[src/rtl/uart_pkg.sv]
// Shared UART definitions: receiver state encoding, frame defaults
// and the parity helper used by both the transmitter and the receiver.
package uart_pkg;

   localparam int DEF_DATA_WIDTH     = 8;
   localparam int DEF_PARITY_ENABLED = 1;

   typedef enum logic [2:0] {
      IDLE,
      START,
      DATA,
      PARITY,
      STOP,
      WAIT_IDLE
   } rx_state_t;

   function automatic logic even_parity(input logic [31:0] d);
      return ^d;
   endfunction

endpackage

[src/rtl/uart_sync2.sv]
// Two-flop synchronizer for an asynchronous input.
// Resets to 1 so an idle-high line does not look like an edge.
module uart_sync2 (
   input  logic clk,
   input  logic reset,
   input  logic d,
   output logic q
);

   logic meta;

   always_ff @(posedge clk) begin
      if (!reset) begin
         meta <= 1'b1;
         q    <= 1'b1;
      end else begin
         meta <= d;
         q    <= meta;
      end
   end

endmodule

[src/rtl/uart_rx_sampler.sv]
// UART receive front end: mid-bit sampling, start glitch rejection,
// even-parity and stop-bit checking with sticky error detail.
module uart_rx_sampler
   import uart_pkg::*;
#(
   parameter int INPUT_DATA_WIDTH = DEF_DATA_WIDTH,
   parameter int PARITY_ENABLED   = DEF_PARITY_ENABLED,
   parameter int CLOCKS_PER_BIT   = 16
) (
   input  logic                        clk,
   input  logic                        reset,
   input  logic                        serial_in,
   output logic [INPUT_DATA_WIDTH-1:0] received_data,
   output logic                        data_is_valid,
   output logic                        rx_error,
   output logic                        parity_error,
   output logic                        framing_error,
   output logic                        o_rx_busy
);

   localparam int CW   = $clog2(CLOCKS_PER_BIT);
   localparam int IW   = (INPUT_DATA_WIDTH > 1) ? $clog2(INPUT_DATA_WIDTH) : 1;
   localparam int HALF = CLOCKS_PER_BIT / 2;

   rx_state_t                   state, state_nxt;
   logic [CW-1:0]               cnt, cnt_nxt;
   logic [IW-1:0]               idx, idx_nxt;
   logic [INPUT_DATA_WIDTH-1:0] shreg, shreg_nxt;
   logic [INPUT_DATA_WIDTH-1:0] data_nxt;
   logic                        par_bit, par_nxt;
   logic                        dv_nxt, err_nxt, pe_nxt, fe_nxt;
   logic                        rx_s, rx_d;
   logic                        last, par_ok;

   uart_sync2 u_sync (
      .clk   (clk),
      .reset (reset),
      .d     (serial_in),
      .q     (rx_s)
   );

   assign last      = (cnt == CW'(CLOCKS_PER_BIT - 1));
   assign par_ok    = (PARITY_ENABLED == 0) ||
                      (even_parity(32'(shreg)) == par_bit);
   assign o_rx_busy = (state != IDLE);

   always_ff @(posedge clk) begin
      if (!reset) begin
         state         <= IDLE;
         cnt           <= '0;
         idx           <= '0;
         shreg         <= '0;
         par_bit       <= 1'b0;
         rx_d          <= 1'b1;
         received_data <= '0;
         data_is_valid <= 1'b0;
         rx_error      <= 1'b0;
         parity_error  <= 1'b0;
         framing_error <= 1'b0;
      end else begin
         state         <= state_nxt;
         cnt           <= cnt_nxt;
         idx           <= idx_nxt;
         shreg         <= shreg_nxt;
         par_bit       <= par_nxt;
         rx_d          <= rx_s;
         received_data <= data_nxt;
         data_is_valid <= dv_nxt;
         rx_error      <= err_nxt;
         parity_error  <= pe_nxt;
         framing_error <= fe_nxt;
      end
   end

   always_comb begin
      state_nxt = state;
      cnt_nxt   = cnt;
      idx_nxt   = idx;
      shreg_nxt = shreg;
      par_nxt   = par_bit;
      data_nxt  = received_data;
      dv_nxt    = 1'b0;
      err_nxt   = 1'b0;
      pe_nxt    = parity_error;
      fe_nxt    = framing_error;
      unique case (state)
         IDLE: begin
            if (!rx_s && rx_d) begin
               state_nxt = START;
               cnt_nxt   = '0;
               pe_nxt    = 1'b0;
               fe_nxt    = 1'b0;
            end
         end
         START: begin
            if (cnt == CW'(HALF - 1)) begin
               cnt_nxt = '0;
               idx_nxt = '0;
               state_nxt = rx_s ? IDLE : DATA;
            end else begin
               cnt_nxt = cnt + 1'b1;
            end
         end
         DATA: begin
            if (last) begin
               cnt_nxt        = '0;
               shreg_nxt[idx] = rx_s;
               if (idx == IW'(INPUT_DATA_WIDTH - 1)) begin
                  state_nxt = (PARITY_ENABLED != 0) ? PARITY : STOP;
               end else begin
                  idx_nxt = idx + 1'b1;
               end
            end else begin
               cnt_nxt = cnt + 1'b1;
            end
         end
         PARITY: begin
            if (last) begin
               cnt_nxt   = '0;
               par_nxt   = rx_s;
               state_nxt = STOP;
            end else begin
               cnt_nxt = cnt + 1'b1;
            end
         end
         STOP: begin
            if (last) begin
               cnt_nxt = '0;
               if (rx_s && par_ok) begin
                  data_nxt  = shreg;
                  dv_nxt    = 1'b1;
                  state_nxt = IDLE;
               end else if (rx_s) begin
                  err_nxt   = 1'b1;
                  pe_nxt    = 1'b1;
                  state_nxt = IDLE;
               end else begin
                  // break or lost stop bit: wait for the line to go idle
                  err_nxt   = 1'b1;
                  fe_nxt    = 1'b1;
                  pe_nxt    = !par_ok;
                  state_nxt = WAIT_IDLE;
               end
            end else begin
               cnt_nxt = cnt + 1'b1;
            end
         end
         WAIT_IDLE: begin
            if (rx_s) state_nxt = IDLE;
         end
         default: state_nxt = IDLE;
      endcase
   end

endmodule

[config.mk]
export PLATFORM = sky130hd
export DESIGN_NAME = uart_rx_sampler
export DESIGN_NICKNAME = d
export VERILOG_FILES = /design/src/rtl/uart_pkg.sv /design/src/rtl/uart_sync2.sv /design/src/rtl/uart_rx_sampler.sv
export SDC_FILE = /design/constraint.sdc
export NUM_CORES = 1
export LEC_CHECK = 0
export CORE_ASPECT_RATIO = 1.5
export CORE_MARGIN = 8
export CORE_UTILIZATION = 56
export DETAILED_ROUTE_END_ITERATION = 10
export PLACE_DENSITY = 0.76
export SLEW_MARGIN = 30
export SYNTH_ARGS = -nofsm -noshare
export SYNTH_HDL_FRONTEND = slang
export SYNTH_SLANG_ARGS = --single-unit
[constraint.sdc]
create_clock -name clk -period 2.2 [get_ports clk]
set_input_delay 0.66 -clock clk [delete_from_list [all_inputs] [get_ports clk]]
set_output_delay 0.66 -clock clk [all_outputs]
set_load 0.005 [all_outputs]
==> impl_metrics.tcl <==
set metrics [dict create \
    setup.worst_path.class "register to output pin" \
    hold_path.startpoint "u_sync.meta" \
    r2r-end "received_data[3]" \
    reg2regPathDepth 5 \
    whs_endpoint "u_sync.q" \
    yosysTopAreaCellShare_pct 39.1 \
    cts_root_buffer "clkbuf_8" \
    fillers 278 \
    power_mw 1.41 \
    n_antenna_cell 0 \
    layout-drive-gt1-share_pct 10.9 \
    met2_usage_pct 28.0 \
    ys_seq_area_share_pct 39.1 \
    synth-seq-cells 34 \
    fin_nets 225 \
    regArea_sq_um 683 \
    grt_pass1_wl_mm 6.66 \
    rsz0062_at_grt "no" \
    status "finished clean" \
    hp-class "register to register" \
    viasPerCell 5.90 \
    setup_viol 0 \
    port_buffers 15 \
    drt-pass1-iter-count 4 \
    core_sq_um 3070 \
    finalCriticalPeriod_ns 2.04 \
    path_delay_family "buffers and inverters" \
    busiest_layer "met2" \
    synthFlopType "dfxtp_1" \
    swShare_pct 25.6 \
    gr-total-overflow 0 \
    vias 1535 \
    numClockSinks 34 \
    wire_per_inst_microns 15.1 \
    drc 0 \
    initialDrtViolationCount 52 \
    worstHoldPathCells 1 \
    seq_power_share_pct 46.3 \
    ys_types 41 \
    path_buf_inv 1 \
    wl_mm 3.93 \
    setup-tns-final_ns 0 \
    regToRegSetupSlack_ns 0.28 \
    initial_utilization_pct 56.8 \
    grt_use_met3_pct 2.45 \
    cts_buffer_depth 2 \
    grt_pass1_vias 1495 \
    die_width_microns 61.5 \
    whs_ns 0.444 \
    async_flop_share_pct 0 \
    cp-end-kind "output pin" \
    arrival_ns 1.38 \
    clkTransAtPathRegs_ns 0.07 \
    cts_tree "built" \
    worst_slew_pin_slew_ns 0.551 \
    p_leak_nw 0.808 \
    netlist_area_sq_um 1740 \
    fmax_mhz 490 \
    internal_power_mw 1.05 \
    maxSlewViolCount 0 \
    htreeDepth 2 \
    fp.dieH_microns 84.3 \
    path_max_fanout 10 \
    cts_buffers 5 \
    dieArea_sq_um 5190 \
    slew_headroom_pct 63.1 \
    hold_viol 0 \
    p_switching_mw 0.361 \
    cp_cell_sequence "nor2_1 -> nand2_1 -> clkdlybuf4s50_1" \
    startpoint_type "register" \
    antenna_found_initial 0 \
    multi_input_area_sq_um 982 \
    avgSynthCellArea_sq_um 8.45 \
    r2r_start "cnt[0]" \
    rows 25 \
    combPwrFrac_pct 14.4 \
    clk-insertion-delay-late_ns 0.28 \
    ios 16 \
    met1_usage_pct 17.5 \
    synth_edf_count 0 \
    yosys_warnings 0 \
    crit_path_top_delay_cell "clkdlybuf4s50_1" \
    worstPathRequired_ns 1.54 \
    irDropWorstVdd_mv 0.458 \
    drtAntennaViolNets 0 \
    postCtsHoldBufs 0 \
    grt_max_degree 24 \
    syn_to_final_growth_pct 17.2 \
    synth_common_cells "dfxtp_1 (34), nor2_1 (23), nand2_1 (19)" \
    fin_skew_ns 0.00869 \
    power.density_nw_per_um2 692 \
    dp_hpwl_mm 2.85 \
    clkPwrFrac_pct 39.3 \
    synthTopCellsByArea "dfxtp_1 (39%), mux2i_1 (6.9%), nor2_1 (5.0%)" \
    gp_congestion 0.910 \
    timing.final.crit_share_pct 92.8 \
    max_stage_delay_ns 0.50 \
    syn_inst 206 \
    yosysMostFrequentCell "dfxtp_1" \
    maxCapViolations 0 \
    syn_nets 212 \
    grtUsageTotal_pct 16.3 \
    yosysTopAreaCell "dfxtp_1" \
]
routing by layer:
metal  vias to the layer above  wire [microns]
met3                        13             120
met4                         0             133
met5                         -               0
li1                        764               -
met1                       725            1630
met2                        33            2050
stage by stage:
stage	util (%)	setup slack (ns)	instances	instance area, sq um
2_1_floorplan	-	0.542	206	1740
6_report	66.6	0.159	260	2040
3_5_place_dp	63.0	0.315	252	1930
5_1_grt	66.6	0.0925	260	2040
4_1_cts	66.5	0.0369	260	2040
3_3_place_gp	63.0	0.361	252	1930
worst max-delay path by stage:
stage | start | endpoint | slack [ns] | cells past startpoint
2_1_floorplan | cnt[0] | shreg[4] | 0.54 | 7
3_3_place_gp | reset | data_is_valid | 0.36 | 4
3_5_place_dp | reset | data_is_valid | 0.32 | 4
4_1_cts | state[0] | o_rx_busy | 0.04 | 3
5_1_grt | cnt[0] | received_data[1] | 0.09 | 5
6_report | state[0] | o_rx_busy | 0.16 | 3
timing repair:
item	in CTS	in global routing
endpoints found under the setup margin	0	1
setup buffers	0	0
resized for setup	0	2
power groups by stage:
stage	clock network [mW]	registers, mW	logic (mW)
final	0.555	0.655	0.203
after global placement	0	0.665	0.188
after CTS	0.568	0.652	0.200
after floorplan	0	0.655	0.145
after detailed placement	0	0.667	0.198
after global routing	0.595	0.658	0.221
layout by cell type, fill, tap and decap left out, types with 4 or more instances in the layout:
cell and n:
o31ai_1 8, clkdlybuf4s50_1 15, mux2i_1 12, nand4_1 9, nor3_1 4, nor2_1 23, clkbuf_8 5, buf_4 7
inv_1 4, dfxtp_1 32, nand2_1 19, o21ai_0 10, a21oi_1 12, nand3_1 9, nand2b_1 4
sequential cells by signal, summed over array words and instances (netlist names):
register       flops
idx                3
u_sync.q           1
cnt                4
rx_error           1
parity_error       1
received_data      8
data_is_valid      1
u_sync.meta        1
shreg              8
par_bit            1
framing_error      1
state              3
rx_d               1
cells by family after synthesis:
kind of cell | count (synthesis) | share of synthesized area [%]
XOR/XNOR | 8 | 6.83
multiplexers | 12 | 6.90
AND/OR/NAND/NOR | 84 | 23.6
adder cells (fa/ha/maj) | 3 | 2.16
AO/OA/AOI/OAI | 45 | 16.9
flip-flops | 34 | 39.1
buffers and inverters | 20 | 4.53
layout make-up:
class | instances | area share (%)
timing repair buffer | 22 | 9.93
multi-input combinational | 152 | 48.1
inverter | 4 | 0.735
clock inverter | 3 | 1.96
clock buffer | 5 | 3.37
tap | 40 | 2.45
sequential | 34 | 33.5
worst register-to-register path: cells and delay by family (launching register included):
family                     cells  cell delay, ns
DFF                            1            0.43
AOI/OAI and AO/OA              2            0.47
adders and majority gates      1            0.25
and+or+nand+nor                2            0.66
(Power assumes the default switching activity.)
